==> config.mk <==
export PLATFORM = sky130hd
export DESIGN_NAME = oflow_core_fsm_set_dispatch
export DESIGN_NICKNAME = d
export VERILOG_FILES = /design/src/rtl/oflow_core_fsm_set_dispatch.sv
export SDC_FILE = /design/constraint.sdc
export NUM_CORES = 1
export LEC_CHECK = 0
export ABC_AREA = 0
export ABC_CLOCK_PERIOD_IN_PS = 4500
export CAP_MARGIN = 5
export CORE_ASPECT_RATIO = 1.2
export CORE_MARGIN = 5
export CORE_UTILIZATION = 42
export CTS_CLUSTER_DIAMETER = 30
export DETAILED_ROUTE_END_ITERATION = 10
export DONT_BUFFER_PORTS = 1
export PLACE_DENSITY = 0.54
export SLEW_MARGIN = 30
export SYNTH_ARGS = -nofsm -noshare
export SYNTH_HDL_FRONTEND = slang
export SYNTH_SLANG_ARGS = --single-unit
==> constraint.sdc <==
create_clock -name clk -period 4.5 [get_ports clk]
set_input_delay 0.45 -clock clk [delete_from_list [all_inputs] [get_ports clk]]
set_output_delay 0.45 -clock clk [all_outputs]
set_load 0.05 [all_outputs]
==> src/rtl/oflow_core_fsm_set_dispatch.sv <==
// Frame-level set dispatcher: latches the bbox count, splits it into PE-wide sets and
// sequences set loads into the PE buffers ahead of the feature-extraction FSM.
module oflow_core_fsm_set_dispatch #(
  parameter int PE_NUM  = 24,
  parameter int SET_LEN = 6,
  parameter int BBOX_W  = 11,
  parameter int FRAME_W = 16
) (
  input  logic               clk,
  input  logic               reset_N,
  input  logic               start_frame,
  input  logic [BBOX_W-1:0]  num_of_bbox_in_frame,
  input  logic               control_ready_new_set,
  input  logic               done_fe,
  input  logic               done_frame_reg,
  input  logic               load_set_done,
  output logic               load_set_req,
  output logic [SET_LEN-1:0] load_set_idx,
  output logic [BBOX_W-1:0]  load_base_addr,
  output logic [SET_LEN-1:0] num_of_sets,
  output logic [BBOX_W-1:0]  counter_of_remain_bboxes,
  output logic               start_pe,
  output logic               new_set,
  output logic [FRAME_W-1:0] frame_num,
  output logic               done_frame,
  output logic               busy,
  output logic               overflow_err
);

  localparam int                MAX_SETS = (2 ** SET_LEN) - 1;
  localparam logic [BBOX_W-1:0] MAX_N    = BBOX_W'(PE_NUM * MAX_SETS);
  localparam logic [BBOX_W-1:0] PE_STEP  = BBOX_W'(PE_NUM);
  localparam logic [BBOX_W-1:0] PE_RND   = BBOX_W'(PE_NUM - 1);

  typedef enum logic [2:0] {IDLE, CALC, LOAD, RUN, WAIT_REG} state_t;

  state_t             state_q, state_d;
  logic [BBOX_W-1:0]  n_q, n_d;
  logic [SET_LEN-1:0] idx_q, idx_d;
  logic [SET_LEN-1:0] sets_q, sets_d;
  logic [BBOX_W-1:0]  base_q, base_d;
  logic [BBOX_W-1:0]  remain_q, remain_d;
  logic [FRAME_W-1:0] frame_q, frame_d;
  logic               req_q, req_d;
  logic               pend_q, pend_d;
  logic               start_pe_q, start_pe_d;
  logic               new_set_q, new_set_d;
  logic               done_frame_q, done_frame_d;
  logic               busy_q, busy_d;
  logic               ovf_q, ovf_d;
  logic               last_set;

  assign last_set = (idx_q == (sets_q - SET_LEN'(1)));

  always_comb begin
    state_d      = state_q;
    n_d          = n_q;
    idx_d        = idx_q;
    sets_d       = sets_q;
    base_d       = base_q;
    remain_d     = remain_q;
    frame_d      = frame_q;
    pend_d       = pend_q;
    new_set_d    = new_set_q;
    busy_d       = busy_q;
    ovf_d        = ovf_q;
    req_d        = 1'b0;
    start_pe_d   = 1'b0;
    done_frame_d = 1'b0;

    case (state_q)
      IDLE: begin
        if (start_frame) begin
          if (num_of_bbox_in_frame > MAX_N) begin
            n_d   = MAX_N;
            ovf_d = 1'b1;
          end else begin
            n_d = num_of_bbox_in_frame;
          end
          // an empty frame never counts as busy
          busy_d  = (n_d != '0);
          state_d = CALC;
        end
      end
      CALC: begin
        if (n_q == '0) begin
          done_frame_d = 1'b1;
          frame_d      = frame_q + FRAME_W'(1);
          state_d      = IDLE;
        end else begin
          sets_d   = SET_LEN'((n_q + PE_RND) / PE_STEP);
          remain_d = n_q;
          idx_d    = '0;
          base_d   = '0;
          req_d    = 1'b1;
          pend_d   = 1'b1;
          state_d  = LOAD;
        end
      end
      LOAD: begin
        if (load_set_done && pend_q) begin
          pend_d     = 1'b0;
          new_set_d  = 1'b1;
          start_pe_d = 1'b1;
          state_d    = RUN;
        end
      end
      RUN: begin
        // an advance in the same cycle as a load completion drops the completion
        if (control_ready_new_set && !last_set) begin
          new_set_d = 1'b0;
          remain_d  = remain_q - PE_STEP;
          idx_d     = idx_q + SET_LEN'(1);
          base_d    = base_q + PE_STEP;
          req_d     = 1'b1;
          pend_d    = 1'b1;
        end else if (load_set_done && pend_q) begin
          pend_d    = 1'b0;
          new_set_d = 1'b1;
        end
        if (done_fe && last_set) begin
          state_d = WAIT_REG;
        end
      end
      WAIT_REG: begin
        if (done_frame_reg) begin
          done_frame_d = 1'b1;
          frame_d      = frame_q + FRAME_W'(1);
          new_set_d    = 1'b0;
          busy_d       = 1'b0;
          pend_d       = 1'b0;
          state_d      = IDLE;
        end
      end
      default: state_d = IDLE;
    endcase
  end

  always_ff @(posedge clk or negedge reset_N) begin
    if (!reset_N) begin
      state_q      <= IDLE;
      n_q          <= '0;
      idx_q        <= '0;
      sets_q       <= '0;
      base_q       <= '0;
      remain_q     <= '0;
      frame_q      <= '0;
      req_q        <= 1'b0;
      pend_q       <= 1'b0;
      start_pe_q   <= 1'b0;
      new_set_q    <= 1'b0;
      done_frame_q <= 1'b0;
      busy_q       <= 1'b0;
      ovf_q        <= 1'b0;
    end else begin
      state_q      <= state_d;
      n_q          <= n_d;
      idx_q        <= idx_d;
      sets_q       <= sets_d;
      base_q       <= base_d;
      remain_q     <= remain_d;
      frame_q      <= frame_d;
      req_q        <= req_d;
      pend_q       <= pend_d;
      start_pe_q   <= start_pe_d;
      new_set_q    <= new_set_d;
      done_frame_q <= done_frame_d;
      busy_q       <= busy_d;
      ovf_q        <= ovf_d;
    end
  end

  assign load_set_req             = req_q;
  assign load_set_idx             = idx_q;
  assign load_base_addr           = base_q;
  assign num_of_sets              = sets_q;
  assign counter_of_remain_bboxes = remain_q;
  assign start_pe                 = start_pe_q;
  assign new_set                  = new_set_q;
  assign frame_num                = frame_q;
  assign done_frame               = done_frame_q;
  assign busy                     = busy_q;
  assign overflow_err             = ovf_q;

endmodule

==> results of run 1 <==
==> kinds of logic (layout without fill, tap and decap cells) <==
family,count (synthesis),after routing,share of synthesized area
other,1,3,0.0008471
AND/OR/NAND/NOR,203,203,0.2484
buffers and inverters,43,31,0.05031
multiplexers,3,3,0.007066
adder cells (fa/ha/maj),7,7,0.01978
flip-flops,68,68,0.3844
AO/OA/AOI/OAI,129,129,0.1928
XOR/XNOR,44,44,0.09638
==> final timing paths <==
path,slack (ps),to,startpoint,cells after the start
max in group asynchronous,4210,counter_of_remain_bboxes[8],reset_N,1
worst max register to register,1310,counter_of_remain_bboxes[10],num_of_sets[0],10
min in group clk,220,state_q[2],done_frame_reg,1
worst max-delay path,1310,counter_of_remain_bboxes[10],num_of_sets[0],10
worst min register to register,600,pend_q,pend_q,2
worst min-delay path,-10,done_frame,reset_N,1
==> cell type report <==
cell class | count | area [µm²]
clock inverters | 7 | 98.84
inverters | 13 | 48.80
clock buffers | 9 | 225.2
fillers | 1048 | 5633
repair buffers | 2 | 35.03
well taps | 129 | 161.4
flip-flops and latches | 68 | 1702
multi-input cells | 389 | 2510
==> metrics by stage <==
step	setup slack, ps	hold slack, ps
floorplan	1828	154.4
global placement	1349	156.8
detailed placement	1284	156.8
CTS	1275	11.21
global route	996.5	13.51
finish	1311	-10.12
==> per-layer routing <==
| metal | track usage | vias to the layer above |
|---|---|---|
| li1 | - | 1752 |
| met1 | 0.2324 | 1761 |
| met2 | 0.2795 | 95 |
| met3 | 0.04787 | 12 |
| met4 | 0.06154 | 0 |
| met5 | 0 | - |
==> critical path, cell delays in order (launching register included) <==
cell and delay [ps]:
dfrtp_1 790, inv_1 100, ha_1 240, nor3b_1 150, xnor2_1 160, nor3_1 230, a31o_2 330, and2_1 440
clkinv_1 360, a21oi_1 210, a21oi_1 50
==> where the power goes <==
group | internal [µW] | total (µW) | switching (µW)
registers | 804 | 1710 | 905
clock network | 488 | 767 | 279
logic | 770 | 1930 | 1160
==> layout by cell type (no fill, tap or decap), types with 12 or more instances in the layout <==
cell type,count
dfrtp_1,68
nand2_1,58
nor2_1,46
a21oi_1,34
o21ai_0,32
xnor2_1,27
nand3_1,22
xor2_1,13
inv_1,12
nor3_1,12
==> results.md, run 1 <==
* Outcome: complete, but fails checks
* Failing checks: hold timing
* # diodes at 0
* Synth-to-layout area growth at 7.999%
* TritonRoute pass-1 iters at 6
* Initial antenna violation count at 0
* Setup bufs post-CTS at 0
* Routed wire length at 11010 µm
* Antenna violation net count after detailed routing at 0
* Mapped Cells at 498
* HP Class: in -> async
* Max-slew violations at 0
* First-pass GRT wire length at 17990 µm
* Slew margin rel. at 0.4541
* Final instance area at 4781 µm²
* Worst vdd rail ir drop at 0.0003165 V
* Worst-path clk slew at 60 ps
* Residual DRC at 0
* Synthesis Warnings at 0
* RSZ-0062 raised after global routing: no
* Total GRT Usage at 0.1760
* Setup TNS at 0 ps
* Synth top area share at 0.3844
* Hold Fails Final Rpt at 9
* Boundary pin count at 74
* Final Non-Filler Cells at 617
* Pwr Density at 922.1 nW/µm²
* WS Path Type: reg -> reg
* Resize count post-CTS at 0
* Util after Layout at 0.4591
* Die height at 122.5 µm
* Post-layout total power at 4409 µW
* Clock Sink Count at 68
* Dpl cells at 600
* Share of cells above drive strength 1 at 0.1045
* Root buf cell: clkbuf_16
* Placer Congestion at 0.8641
* Met3 routed WL at 623 µm
* Synth top cells by count: dfrtp_1, nand2_1, nor2_1
* Max Root-Sink Buffers at 2
* Synth async-reset ratio at 1.000
* M1 wire length at 4903 µm
* Cell taking the most area after synthesis: dfrtp_1
* Initial Utilization at 0.4251
* Nets at 508
* #FFs+latches synth at 68
* Vias in the first global route at 3496
* Routed via count at 3620
* # Max-Cap Violations at 0
* Max reg flops at 16
* Die span in x at 103.7 µm
* DR WL/cell at 17.85 µm
* Critical Path AT at 3400 ps
* Setup Skew at 4.980 ps
* Highest routed layer: met4
* Setup violators final at 0
* Final worst path period share at 0.7087
* Hold slack at -10.12 ps
* Hold-fix buffer count after cts at 1
* Worst-Skew Late Latency at 330 ps
* Type of destination of the critical path: flip-flop
* Largest net degree at the start of global routing at 69
* IO buf count at 0
* Row count at 41
* Post-DP Area at 4429 µm²
* Core ar. at 10410 µm²
* Routed length on met2 at 5335 µm
* EDFF count, synth at 0
* Grt ovf at 0
* LEAKAGE at 0.001949 µW
* Sequential fraction of the synthesis area at 0.3844
* Total CTS buffers at 9
* Tmin final at 3189 ps
* Routed vias/inst at 5.867
* Die ar. at 12700 µm²
* H-tree depth at 3
* Post-DP HPWL at 7947 µm
* Max Clock Freq at 313.6 MHz
* Top post-synthesis cells by area: dfrtp_1, xnor2_1, nand2_1
* Yosys cell types at 80
* Most frequent cell after synthesis: dfrtp_1
* DR iter-0 viols at 193
* Post-Synthesis Cell Area at 4427 µm²
* Syn avg cell area at 8.889 µm²
* Crit path launch type: flip-flop
* Slew @ Worst Pin at 818.9 ps
* Ys flop type: dfrtp_1
* Critical Path Fanout Max at 12
* CTS tree: done
* Worst EP required at 4710 ps
Note: power is estimated with default switching activity, not from simulation.
==> run 2: changes to the inputs <==
Settings changed: ABC_CLOCK_PERIOD_IN_PS 4500 to 3300.
Clock period 4.5 ns to 3.3 ns, I/O delays scaled along.
==> run 2 against run 1 <==
Compared with the run above:
- the run now ends clean
- hold slack gained 120 ps
- combinational power is 55% higher
- sequential share of layout area decreased by 0.80 points
- largest cell class unchanged
- clock power increased by 28%
- flip-flop and latch count unchanged
- setup slack worse by 1000 ps
==> results.md, run 2 (same netlist as run 1, synthesis figures left out) <==
* Grt ovf at 0 (unchanged)
* Die height at 122.5 µm (unchanged)
* Max Root-Sink Buffers at 2 (unchanged)
* Final Non-Filler Cells at 633 (+2.6%)
* Reg-to-reg startpoint: n_q[0]
* DR iter-0 viols at 238 (+23%)
* Initial Utilization at 0.4251 (unchanged)
* Critical Path Fanout Max at 12 (unchanged)
* Total GRT Usage at 0.1798 (+0.003812)
* WS Path Type: reg -> reg
* Dpl cells at 615 (+2.5%)
* Most frequent cells in the layout: dfrtp_1, nand2_1, nor2_1
* TritonRoute pass-1 iters at 4 (-2)
* Final instance area at 4891 µm² (+2.3%)
* # Max-Cap Violations at 0 (unchanged)
* Core ar. at 10410 µm² (unchanged)
* Worst-Skew Late Latency at 330 ps (about the same)
* Synth-to-layout area growth at 10.49%
* Worst EP required at 3510 ps (-1200 ps)
* Clock Sink Count at 68 (unchanged)
* Reg2reg path depth at 10 (unchanged)
* Crit path launch type: flip-flop
* Root buf cell: clkbuf_16
* RSZ-0062 raised after global routing: no
* Slowest cell on crit path: or4b_1
* Outcome: finished clean
* Slew @ Worst Pin at 689.8 ps (-129.1 ps)
* Max-slew violations at 0 (unchanged)
* Critical path cell sequence: inv_1 -> ha_1 -> or4b_1 -> a21oi_1 -> o2111a_1 -> a21oi_1 -> nand2_2 -> nor4_1 -> or3_1 -> a31o_1
* Post-DP Area at 4542 µm² (+2.5%)
* IO buf count at 0 (unchanged)
* First-pass GRT wire length at 18860 µm (+4.9%)
* Setup TNS at 0 ps (unchanged)
* Critical Path Source: n_q[0]
* Setup violators final at 0 (unchanged)
* Vias in the first global route at 3715 (+6.3%)
* Row count at 41 (unchanged)
* # fillers at 1006 (-4.0%)
* Routed wire length at 11140 µm (+1.1%)
* Hold Fails Final Rpt at 0 (-9)
* Max Clock Freq at 334.8 MHz (+6.8%)
* Routed via count at 3676 (+1.5%)
* Worst-path clk slew at 60 ps (about the same)
* Tmin final at 2987 ps (-202.1 ps)
* Hold-fix buffer count after cts at 2 (+1)
* CTS tree: done
* Residual DRC at 0 (unchanged)
* Setup bufs post-CTS at 0 (unchanged)
* Max reg flops at 16 (unchanged)
* Slew margin rel. at 0.5401 (+0.08605)
* LEAKAGE at 0.002019 µW (+3.5%)
* Boundary pin count at 74 (unchanged)
* Placer Congestion at 0.8812 (+2.0%)
* Total CTS buffers at 9 (unchanged)
* Commonest non-fill, non-tap cell in the layout: dfrtp_1
* Resize count post-CTS at 0 (unchanged)
* R2R Setup Slk at 310 ps (-1000 ps)
* Routed vias/inst at 5.807 (-1.0%)
* Share of cells above drive strength 1 at 0.1310 (+0.02644)
* Most used cell, CP: a21oi_1
* Crit-path max cell delay at 470 ps (-320 ps)
* Worst vdd rail ir drop at 0.0003712 V (+17%)
* Type of destination of the critical path: flip-flop
* Antenna violation net count after detailed routing at 0 (unchanged)
* Setup Skew at 4.100 ps (-0.8793 ps)
* Post-DP HPWL at 8418 µm (+5.9%)
* # diodes at 0 (unchanged)
* Final worst path period share at 0.9052 (+0.1965)
* Nets at 524 (+3.1%)
* Critical Path AT at 3200 ps (-200 ps)
* Die span in x at 103.7 µm (unchanged)
* Reg2Reg Capture Point: num_of_sets[0]
* HP Class: in -> reg
* Initial antenna violation count at 0 (unchanged)
* Pwr Density at 1247 nW/µm² (+35%)
* DR WL/cell at 17.59 µm (-1.4%)
* H-tree depth at 3 (unchanged)
* Critical Path Sink: num_of_sets[0]
* Largest net degree at the start of global routing at 69 (unchanged)
* Die ar. at 12700 µm² (unchanged)
## run 2: cell types whose count changed in the layout (fill, tap and decap cells not counted), sizes merged
cell         previous run  this run
dlygate4sd3             0         1
clkinvlp                1         2
buf                     2        17
clkbuf                  9        11
bufinv                  2         1
clkinv                  4         2
## run 2: routing by layer
metal	track usage	vias to the layer above	routed length (µm)
met3	0.05260	17	757
met4	0.05911	0	209
li1	-	1784	-
met1	0.2257	1762	4775
met2	0.2986	113	5392
met5	0	-	0
## run 2: worst min-delay path by stage
| stage | depth (start not counted) | end | slack [ps] | from |
|---|---|---|---|---|
| floorplan | 0 | busy | 30 | reset_N |
| global placement | 0 | load_set_idx[5] | 40 | reset_N |
| detailed placement | 0 | load_set_idx[2] | 40 | reset_N |
| CTS | 1 | state_q[2] | 100 | done_frame_reg |
| global route | 1 | state_q[2] | 110 | done_frame_reg |
| finish | 1 | state_q[2] | 110 | done_frame_reg |
## run 2: stage by stage
step	utilization	hold slack [ps]	power, µW	setup WS (ps)
2_1_floorplan	-	34.41	4448	627.9
3_5_place_dp	0.4361	36.11	5112	376.9
4_1_cts	0.4697	97.91	6133	348.1
3_3_place_gp	0.4361	36.26	5079	418.2
6_report	0.4697	108.1	6100	312.9
5_1_grt	0.4697	105.8	6580	100.5
## run 2: area by class of cell
class / count / area, µm² / area share
clock inverter: 5 / 58.81 / 0.01202
clock buffer: 11 / 252.7 / 0.05168
timing repair buffer: 18 / 157.7 / 0.03223
inverter: 13 / 48.80 / 0.009977
tap: 129 / 161.4 / 0.03300
multi-input combinational: 389 / 2510 / 0.5132
sequential: 68 / 1702 / 0.3479
## run 2: report_power, final
group	leakage [µW]	total [µW]	internal (µW)	switching [µW]
sequential	0.000861	2130	1100	1030
combinational	0.00101	2990	1160	1820
clock	0.000148	983	627	357
## run 2: worst max-delay path: cells and delay by family, from the launching register on
kind,cells,cell delay (ps)
fa+ha+maj,1,300
compound gates,4,760
flops,1,460
simple gates,4,1130
buf+inv,1,230
